## config.mk

```make
export PLATFORM = sky130hd
export DESIGN_NAME = vga_timing
export DESIGN_NICKNAME = d
export VERILOG_FILES = /design/src/rtl/vga_pkg.sv /design/src/rtl/vga_counter.sv /design/src/rtl/vga_timing.sv
export SDC_FILE = /design/constraint.sdc
export NUM_CORES = 1
export LEC_CHECK = 0
export ABC_AREA = 1
export CAP_MARGIN = 40
export CORE_MARGIN = 3
export CORE_UTILIZATION = 43
export CTS_BUF_LIST = sky130_fd_sc_hd__clkbuf_4 sky130_fd_sc_hd__clkbuf_8 sky130_fd_sc_hd__clkbuf_16
export CTS_CLUSTER_DIAMETER = 30
export DETAILED_ROUTE_END_ITERATION = 16
export HOLD_SLACK_MARGIN = 0.12
export PLACE_DENSITY_LB_ADDON = 0.25
export SLEW_MARGIN = 20
export SYNTH_ARGS = -nofsm -noshare
export SYNTH_HDL_FRONTEND = slang
export SYNTH_HIERARCHICAL = 1
export SYNTH_SLANG_ARGS = --single-unit
```

## constraint.sdc

```tcl
create_clock -name clock_i -period 1.36 [get_ports clock_i]
set_input_delay 0.272 -clock clock_i [delete_from_list [all_inputs] [get_ports clock_i]]
set_output_delay 0.272 -clock clock_i [all_outputs]
set_load 0.02 [all_outputs]
```

## src/rtl/vga_pkg.sv

```systemverilog
`default_nettype none
// ============================================================================
// Module      : vga_pkg
// Description : Shared VGA timing constants (640x480 @ 60 Hz defaults) and the
//               8-bit RGB332 colour type used by the timing block and by the
//               overlay generators that feed it.
// Contents    : c_* timing constants, rgb332_t, rgb332_pack().
// Config      : none (VGA_CLKDIV_EN is consumed by vga_timing only).
// Revision    : 1.0 - initial release
// ============================================================================
package vga_pkg;

  // Counter width shared by hcount / vcount.
  localparam int unsigned c_CNT_W     = 10;

  // Horizontal timing, in pixels.
  localparam int unsigned c_H_VISIBLE = 640;
  localparam int unsigned c_H_FP      = 16;
  localparam int unsigned c_H_SYNC    = 96;
  localparam int unsigned c_H_BP      = 48;
  localparam int unsigned c_H_TOTAL   = c_H_VISIBLE + c_H_FP + c_H_SYNC + c_H_BP;

  // Vertical timing, in lines.
  localparam int unsigned c_V_VISIBLE = 480;
  localparam int unsigned c_V_FP      = 10;
  localparam int unsigned c_V_SYNC    = 2;
  localparam int unsigned c_V_BP      = 33;
  localparam int unsigned c_V_TOTAL   = c_V_VISIBLE + c_V_FP + c_V_SYNC + c_V_BP;

  // RGB332 pixel: red in the top three bits, blue in the bottom two.
  typedef struct packed {
    logic [2:0] red;
    logic [2:0] green;
    logic [1:0] blue;
  } rgb332_t;

  function automatic rgb332_t rgb332_pack(input logic [2:0] red,
                                          input logic [2:0] green,
                                          input logic [1:0] blue);
    rgb332_t px;
    px.red   = red;
    px.green = green;
    px.blue  = blue;
    return px;
  endfunction

endpackage
`default_nettype wire

```

## src/rtl/vga_counter.sv

```systemverilog
`default_nettype none
// ============================================================================
// Module      : vga_counter
// Description : Wrap counter 0..MAX with a tick enable. carry_o is high during
//               the cycle in which a tick will wrap the counter back to 0, so
//               it can directly enable a cascaded counter.
// Ports       : clock_i  - clock
//               reset_i  - synchronous active-high reset (count -> 0)
//               tick_i   - advance enable
//               count_o  - current count
//               carry_o  - tick_i while count is at MAX (wrap this tick)
// Config      : none
// Revision    : 1.0 - initial release
// ============================================================================
module vga_counter
  import vga_pkg::*;
#(
  parameter int unsigned WIDTH = c_CNT_W,
  parameter int unsigned MAX   = c_H_TOTAL - 1
) (
  input  logic             clock_i,
  input  logic             reset_i,
  input  logic             tick_i,
  output logic [WIDTH-1:0] count_o,
  output logic             carry_o
);

  localparam logic [WIDTH-1:0] c_MAX = WIDTH'(MAX);
  localparam logic [WIDTH-1:0] c_ONE = WIDTH'(1);

  logic [WIDTH-1:0] count_q;
  logic [WIDTH-1:0] count_d;
  logic             w_at_max;

  // ">=" rather than "==" so the counter can never run past MAX, even if a
  // value above it were ever loaded.
  assign w_at_max = (count_q >= c_MAX);

  always_comb begin
    count_d = count_q;
    if (tick_i) begin
      count_d = w_at_max ? '0 : (count_q + c_ONE);
    end
  end

  always_ff @(posedge clock_i) begin
    if (reset_i) begin
      count_q <= '0;
    end else begin
      count_q <= count_d;
    end
  end

  assign count_o = count_q;
  assign carry_o = tick_i & w_at_max;

endmodule
`default_nettype wire

```

## src/rtl/vga_timing.sv

```systemverilog
`default_nettype none
// ============================================================================
// Module      : vga_timing
// Description : VGA raster timing generator and output stage. Produces the
//               pixel counters for the overlay generators, a frame-start pulse,
//               active-low syncs and the registered RGB332 pixel colour.
// Ports       : clock_i              - system clock
//               reset_i              - synchronous active-high reset
//               hcount_o / vcount_o  - current column / line
//               frame_start_o        - one clock pulse when counters wrap to 0/0
//               ov_red_i/green/blue  - overlay colour (one pixel behind counters)
//               ov_data_i            - overlay claims the pixel
//               vga_hsync_o/vsync_o  - active-low syncs (2 pixels behind counters)
//               vga_red_o/green/blue - registered colour to the connector
// Config      : VGA_CLKDIV_EN - when defined, a pixel tick occurs every second
//               clock (e.g. 50 MHz clock -> 25 MHz pixel rate); otherwise every
//               clock is a pixel.
// Revision    : 1.0 - initial release
// ============================================================================
module vga_timing
  import vga_pkg::*;
#(
  parameter int unsigned H_VISIBLE = c_H_VISIBLE,
  parameter int unsigned H_FP      = c_H_FP,
  parameter int unsigned H_SYNC    = c_H_SYNC,
  parameter int unsigned H_BP      = c_H_BP,
  parameter int unsigned V_VISIBLE = c_V_VISIBLE,
  parameter int unsigned V_FP      = c_V_FP,
  parameter int unsigned V_SYNC    = c_V_SYNC,
  parameter int unsigned V_BP      = c_V_BP,
  parameter logic [7:0]  BG_COLOR  = 8'h00
) (
  input  logic       clock_i,
  input  logic       reset_i,
  output logic [9:0] hcount_o,
  output logic [9:0] vcount_o,
  output logic       frame_start_o,
  input  logic [2:0] ov_red_i,
  input  logic [2:0] ov_green_i,
  input  logic [1:0] ov_blue_i,
  input  logic       ov_data_i,
  output logic       vga_hsync_o,
  output logic       vga_vsync_o,
  output logic [2:0] vga_red_o,
  output logic [2:0] vga_green_o,
  output logic [1:0] vga_blue_o
);

  localparam int unsigned c_LINE_TOTAL  = H_VISIBLE + H_FP + H_SYNC + H_BP;
  localparam int unsigned c_FRAME_LINES = V_VISIBLE + V_FP + V_SYNC + V_BP;

  // Comparison limits at counter width.
  localparam logic [9:0] c_H_ACT_END = 10'(H_VISIBLE);
  localparam logic [9:0] c_V_ACT_END = 10'(V_VISIBLE);
  localparam logic [9:0] c_HS_FIRST  = 10'(H_VISIBLE + H_FP);
  localparam logic [9:0] c_HS_LAST   = 10'(H_VISIBLE + H_FP + H_SYNC - 1);
  localparam logic [9:0] c_VS_FIRST  = 10'(V_VISIBLE + V_FP);
  localparam logic [9:0] c_VS_LAST   = 10'(V_VISIBLE + V_FP + V_SYNC - 1);

  // --------------------------------------------------------------------------
  // Pixel tick
  // --------------------------------------------------------------------------
  logic w_tick;

`ifdef VGA_CLKDIV_EN
  // Phase starts at 0 after reset, so the first tick lands on the second
  // clock after release.
  logic phase_q;

  always_ff @(posedge clock_i) begin
    if (reset_i) begin
      phase_q <= 1'b0;
    end else begin
      phase_q <= ~phase_q;
    end
  end

  assign w_tick = phase_q;
`else
  assign w_tick = 1'b1;
`endif

  // --------------------------------------------------------------------------
  // Horizontal / vertical counters; the line counter advances on line wrap.
  // --------------------------------------------------------------------------
  logic [9:0] w_hcount;
  logic [9:0] w_vcount;
  logic       w_hcarry;
  logic       w_vcarry;

  vga_counter #(
    .WIDTH (c_CNT_W),
    .MAX   (c_LINE_TOTAL - 1)
  ) u_hcnt (
    .clock_i (clock_i),
    .reset_i (reset_i),
    .tick_i  (w_tick),
    .count_o (w_hcount),
    .carry_o (w_hcarry)
  );

  vga_counter #(
    .WIDTH (c_CNT_W),
    .MAX   (c_FRAME_LINES - 1)
  ) u_vcnt (
    .clock_i (clock_i),
    .reset_i (reset_i),
    .tick_i  (w_hcarry),
    .count_o (w_vcount),
    .carry_o (w_vcarry)
  );

  // --------------------------------------------------------------------------
  // Raw sync / blank decoded from the current counters
  // --------------------------------------------------------------------------
  logic w_hsync_raw;
  logic w_vsync_raw;
  logic w_blank_raw;

  always_comb begin
    w_hsync_raw = ~((w_hcount >= c_HS_FIRST) && (w_hcount <= c_HS_LAST));
    w_vsync_raw = ~((w_vcount >= c_VS_FIRST) && (w_vcount <= c_VS_LAST));
    w_blank_raw = (w_hcount >= c_H_ACT_END) || (w_vcount >= c_V_ACT_END);
  end

  // --------------------------------------------------------------------------
  // Output pipeline. Syncs take two pixel stages. Blank needs only its first
  // stage: the colour register itself is the second stage, which lines the
  // colour up with the syncs and with the overlay's one-pixel latency.
  // --------------------------------------------------------------------------
  logic    hsync1_q;
  logic    hsync2_q;
  logic    vsync1_q;
  logic    vsync2_q;
  logic    blank1_q;
  logic    frame_start_q;
  rgb332_t rgb_q;
  rgb332_t rgb_d;

  always_comb begin
    rgb_d = rgb332_t'(BG_COLOR);
    if (blank1_q) begin
      rgb_d = '0;
    end else if (ov_data_i) begin
      rgb_d = rgb332_pack(ov_red_i, ov_green_i, ov_blue_i);
    end
  end

  always_ff @(posedge clock_i) begin
    if (reset_i) begin
      hsync1_q      <= 1'b1;
      hsync2_q      <= 1'b1;
      vsync1_q      <= 1'b1;
      vsync2_q      <= 1'b1;
      blank1_q      <= 1'b1;
      rgb_q         <= '0;
      frame_start_q <= 1'b0;
    end else begin
      // The vertical carry is only raised by a tick that wraps both counters,
      // so this registers high on exactly the tick that lands on 0/0.
      frame_start_q <= w_vcarry;
      if (w_tick) begin
        hsync1_q <= w_hsync_raw;
        hsync2_q <= hsync1_q;
        vsync1_q <= w_vsync_raw;
        vsync2_q <= vsync1_q;
        blank1_q <= w_blank_raw;
        rgb_q    <= rgb_d;
      end
    end
  end

  assign hcount_o      = w_hcount;
  assign vcount_o      = w_vcount;
  assign frame_start_o = frame_start_q;
  assign vga_hsync_o   = hsync2_q;
  assign vga_vsync_o   = vsync2_q;
  assign vga_red_o     = rgb_q.red;
  assign vga_green_o   = rgb_q.green;
  assign vga_blue_o    = rgb_q.blue;

endmodule
`default_nettype wire

```

* Yosys cells after proc, flatten, opt, wreduce, memory -nomap -nowiden *
Cells that the tools add are included.

storage, ports and cells
  input bits = 11
  logic and storage cells = 31
  output and inout port bits = 31
  register bits = 34

cells by class
  mux-type cells = 1
  add/sub/neg operators = 2
  magnitude comparators = 8
  reduce and logical (&&, ||, !) cells = 5
  bitwise gates (word level) = 4

operators by type and width
  cell                                                                 number
  greater-or-equal comparator 10 bit (second input constant)           4
  adder 10 x 1 -> 10 bit (second input constant)                       2
  greater-or-equal comparator 10 x 9 -> 1 bit (second input constant)  2
  less-or-equal comparator 10 bit (second input constant)              1
  less-or-equal comparator 10 x 9 -> 1 bit (second input constant)     1
  2-to-1 mux 10 bit                                                    1
  NOT 1 bit                                                            3
  OR reduction 3 bit                                                   1
  logical AND 1 bit                                                    2
  OR reduction 2 bit                                                   1
  bitwise AND 1 bit                                                    1
  logical OR 1 bit                                                     1

* Logic depth before layout (Yosys ltp) *
  depth after elaboration = 3
  mapped depth = 12

* Modules after synthesis *
Netlist, hierarchy kept.

modules (own cells, without submodules)
  module                 sequential area each (sq um)  times used  cells each  area each (sq um)
  vga_counter at u_vcnt  200.2                         1           79          579.3
  vga_counter at u_hcnt  200.2                         1           75          538.0
  vga_timing             280.3                         1           62          488.0

* Worst setup path before layout *
Ideal clock, no wire load.

  path type = register -> register
  from = register u_hcnt.count_q[0] (netlist: u_hcnt/count_o[0])
  to = register u_vcnt.count_q[1] (netlist: u_vcnt/count_o[1])
  buffers on the path = 0
  clock period less this slack = 1.657 ns
  arrival = 1.540 ns
  setup time = 0.117 ns
  required time = 1.243 ns
  slack = -0.297 ns
  cell stages (with the launch flop) = 10
  cells stage by stage = dfxtp_1 > ha_1 > nand4_1 > nand2_1 > nand2_1 > inv_1 > nand2_1 > o21bai_4 > nand2_8 > nor2_1

on the way
  word-level cells in the longest chain between the ends = 1

RTL lines
  item                                line               source
  from (decl)                         vga_counter.sv:31  logic [WIDTH-1:0] count_q;
  from (signal assigned)              vga_counter.sv:50  count_q <= count_d;
  greater-or-equal comparator 10 bit  vga_counter.sv:37  assign w_at_max = (count_q >= c_MAX);
  net w_hcarry                        vga_timing.sv:88   logic w_hcarry;
  to (signal assigned)                vga_counter.sv:50
  to (decl)                           vga_counter.sv:31

The timed path passes the listed nets, and every way through them passes these cells.
A chain may end at the register's enable or synchronous reset.

* Final worst setup path *
  from = register u_hcnt.count_q[0] (netlist: u_hcnt/count_o[0])
  to = register u_vcnt.count_q[0] (netlist: u_vcnt/count_o[0])

The elaborated chain is that of the path after synthesis.

==> impl_metrics.tcl <==
set metrics [dict create \
    synth.top_cells.by_count "sky130_fd_sc_hd__nand2_1 (43), sky130_fd_sc_hd__inv_1 (39), sky130_fd_sc_hd__nor2_1 (35)" \
    dominant_combinational_cell_family_by_area_after_synthesis "simple AND/OR/NAND/NOR gates" \
    postCtsSetupBuffers 0 \
    startpoint "u_hcnt/count_o[0]" \
    area_growth_syn_to_layout_pct 48.2 \
    port_buffers 41 \
    regToRegEndpoint "u_vcnt/count_o[0]" \
    place_inst 325 \
    grt_first_pass_wirelength_um 5890 \
    tns_ps 0 \
    synth.lib_cells_used.distinct 26 \
    number_of_global_route_vias_before_repair 1346 \
    floorplan.core_area_um2 3470 \
    setup.worst_path.class "reg -> reg" \
    fin_cells 333 \
    status "finished clean" \
    htreeDepth 2 \
    detail_route.drc_violations 0 \
    critical_path_depth 9 \
    clock_tree_from_tritoncts "done" \
    synth_simple_gate_area_frac 0.376 \
    post-route-cell-area_um2 2380 \
    finalSetupViolations 0 \
    worst_hold_slack_ps 419 \
    detail_route.first_pass.iterations 4 \
    worstRegToRegCells 9 \
    clock_sinks 34 \
    die_height_um 67.1 \
    floorplan.io_pins 42 \
    synthXorXnorAreaFrac 0.0382 \
    synth.ff_latch_count 34 \
    critical_path_sink "u_vcnt/count_o[0]" \
    globalRoute.totalOverflow 0 \
    route.antenna.remaining_nets 0 \
    synth.most_common_cell "sky130_fd_sc_hd__nand2_1" \
    hpwl_um 2560 \
    routedLengthMet1_um 1650 \
    max_freq_mhz 753 \
    worst-path-buf-inv 1 \
    netlist_area_um2 1610 \
    cp_cell_sequence "ha_4, nand4_1, nand2_1, nand2_2, inv_4, nand2_1, o21bai_4, nand2_8, nor2_1" \
    fillerInstances 313 \
    wl_met2_um 1540 \
    avgSynthCellArea_um2 7.43 \
    post_drt_wl_per_cell_um 10.4 \
    synth-warning-count 6 \
    insertedDiodeCount 0 \
    final_min_period_over_clock_period 0.976 \
    finalWorstSetupSlack_ps 32.0 \
    adder_cell_share_of_the_synthesized_area 0.0234 \
    synth_area_leader_cell "sky130_fd_sc_hd__dfxtp_1" \
    place_area_um2 2270 \
    worstSetupEndpointType "flop" \
    fraction_of_final_layout_cells_with_drive_strength_greater_than_1 0.265 \
    place_worst_setup_slack_ps -29.5 \
    critical_path.startpoint_type "flop" \
    clkSlewWorstSetupHoldPaths_ps 70 \
    power_density_nw_per_um2 958 \
    clock-root-buffer "sky130_fd_sc_hd__clkbuf_8" \
    min-delay-path-class "reg -> reg" \
    postCtsHoldBufs 0 \
    worst_path_max_delay_cell "sky130_fd_sc_hd__dfxtp_4" \
    r2r_setup_slack_ps 30 \
    max_stage_delay_ps 360 \
    crit_family "simple AND/OR/NAND/NOR gates" \
    grt_max_degree 13 \
    route.vias.total 1462 \
    number_of_synthesized_flops_with_an_enable_pin 0 \
    worstSkewPairLatency_ps 290 \
    number_of_instances_on_the_worst_hold_path 1 \
    fin_crit_ps 1330 \
    std_cell_rows 21 \
    r2r_start "u_hcnt/count_o[0]" \
    yosys-mux-area-fraction 0.00624 \
    routed_via_density 4.39 \
    top_layer_used "met4" \
    number_of_antenna_violations_at_the_first_check_in_global_routing 0 \
    report.final.slew_viol_count 0 \
    gr-usage-all-layers 0.177 \
    tritoncts.num_buffers 5 \
    count_of_nets_after_finishing 300 \
    drtIter0Drc 85 \
    postSynth.asyncResetShare 0 \
    design.die.area_um2 4500 \
    post_synth_inst_count 216 \
    placer_s_final_routability_congestion_estimate 0.827 \
    die_w_um 67.1 \
    cts_buffer_depth 2 \
    synth-compound-area-share 0.0296 \
    final.setup_skew_ps 5.99 \
    initial_core_util 0.463 \
    netlist.area_leader.share 0.424 \
    synth_flop_cell "sky130_fd_sc_hd__dfxtp_1" \
    synth.area.top_cells "sky130_fd_sc_hd__dfxtp_1 (42%), sky130_fd_sc_hd__nand2_1 (10%), sky130_fd_sc_hd__inv_1 (9.1%), sky130_fd_sc_hd__nor2_1 (8.2%), sky130_fd_sc_hd__nor2_2 (5.1%)" \
    drv.max_cap_violation_count 0 \
    worstPathRequired_ps 1540 \
    finalHoldViolCount 0 \
    setup_repair_after_global_routing_missed_its_margin "yes" \
    synth.yosys.seq_area_share 0.424 \
    arr_time_crit_path_ps 1510 \
    postRouteWirelength_um 3460 \
    timing.critical_path.mode_cell "sky130_fd_sc_hd__nand2_1" \
    ir_drop_mv 0.592 \
    synth.net_count 230 \
    power.leakage_nw 1.21 \
    met3RoutedLength_um 241 \
    crit_fanout 10 \
]
## kinds of logic after synthesis
family | after synthesis
simple gates | 122
other cells | 1
xor+xnor | 7
flops | 34
compound gates | 6
fa+ha+maj | 3
buf+inv | 42
mux | 1
## cell type report
| class | count | area [um^2] | share of cell area |
|---|---|---|---|
| inverters | 41 | 156 | 0.0658 |
| flip-flops and latches | 34 | 697 | 0.293 |
| clock inverters | 3 | 68.8 | 0.0289 |
| multi-input cells | 140 | 793 | 0.334 |
| well taps | 46 | 57.6 | 0.0242 |
| clock buffers | 5 | 68.8 | 0.0289 |
| repair buffers | 64 | 537 | 0.226 |
## registers in the layout (all words and copies together), names as in the netlist
signal	count
vga_green_o	3
vga_vsync_o	1
vga_red_o	3
frame_start_o	1
u_hcnt/count_o	10
blank1_q	1
vsync1_q	1
hsync1_q	1
vga_hsync_o	1
u_vcnt/count_o	10
vga_blue_o	2
## placed cells by master (no fill, tap or decap), types with 5 or more instances in the layout
cell	n
sky130_fd_sc_hd__nand2_2	7
sky130_fd_sc_hd__dfxtp_1	27
sky130_fd_sc_hd__clkdlybuf4s50_1	10
sky130_fd_sc_hd__clkbuf_8	5
sky130_fd_sc_hd__nor2_1	33
sky130_fd_sc_hd__nand2_1	42
sky130_fd_sc_hd__dlygate4sd2_1	29
sky130_fd_sc_hd__buf_4	23
sky130_fd_sc_hd__inv_1	37
sky130_fd_sc_hd__nand3_1	14
sky130_fd_sc_hd__nor2_2	13
## where the power goes
part           switching, mW  internal [mW]  leakage (nW)  total [mW]
Combinational         0.0702         0.0667         0.859       0.137
Sequential           0.00789           1.01         0.280        1.02
Clock                  0.392          0.734        0.0683        1.13
Total                  0.470           1.81          1.21        2.28
## worst reg2reg max path, delay by kind of cell, from the launching register on
kind	cells	cell delay [ps]
flops	1	360
fa+ha+maj	1	120
buf+inv	1	90
compound gates	1	190
simple gates	6	470
## per-layer routing
| layer | global-route usage | vias up |
|---|---|---|
| met5 | 0 | - |
| met4 | 0.0684 | 0 |
| met3 | 0.0691 | 4 |
| met2 | 0.288 | 40 |
| met1 | 0.209 | 636 |
| li1 | - | 782 |
## how the worst min path moves through the flow
| stage | start | end | slack, ps |
|---|---|---|---|
| after floorplan | reset_i | frame_start_o | 340 |
| after global placement | vsync1_q | vga_vsync_o | 400 |
| after detailed placement | vsync1_q | vga_vsync_o | 400 |
| after CTS | vsync1_q | vga_vsync_o | 420 |
| after global routing | vsync1_q | vga_vsync_o | 440 |
| final | vsync1_q | vga_vsync_o | 420 |
## timing repair
item	4_1_cts	5_1_grt
resized for setup	33	10
endpoints found under the setup margin	31	13
endpoints found under the hold margin	0	0
## metrics by stage
stage          power, mW   util
2_1_floorplan       1.11      -
3_3_place_gp        1.18  0.654
3_5_place_dp        1.19  0.654
4_1_cts             2.31  0.683
5_1_grt             2.38  0.686
6_report            2.28  0.686
(Power assumes the default switching activity.)
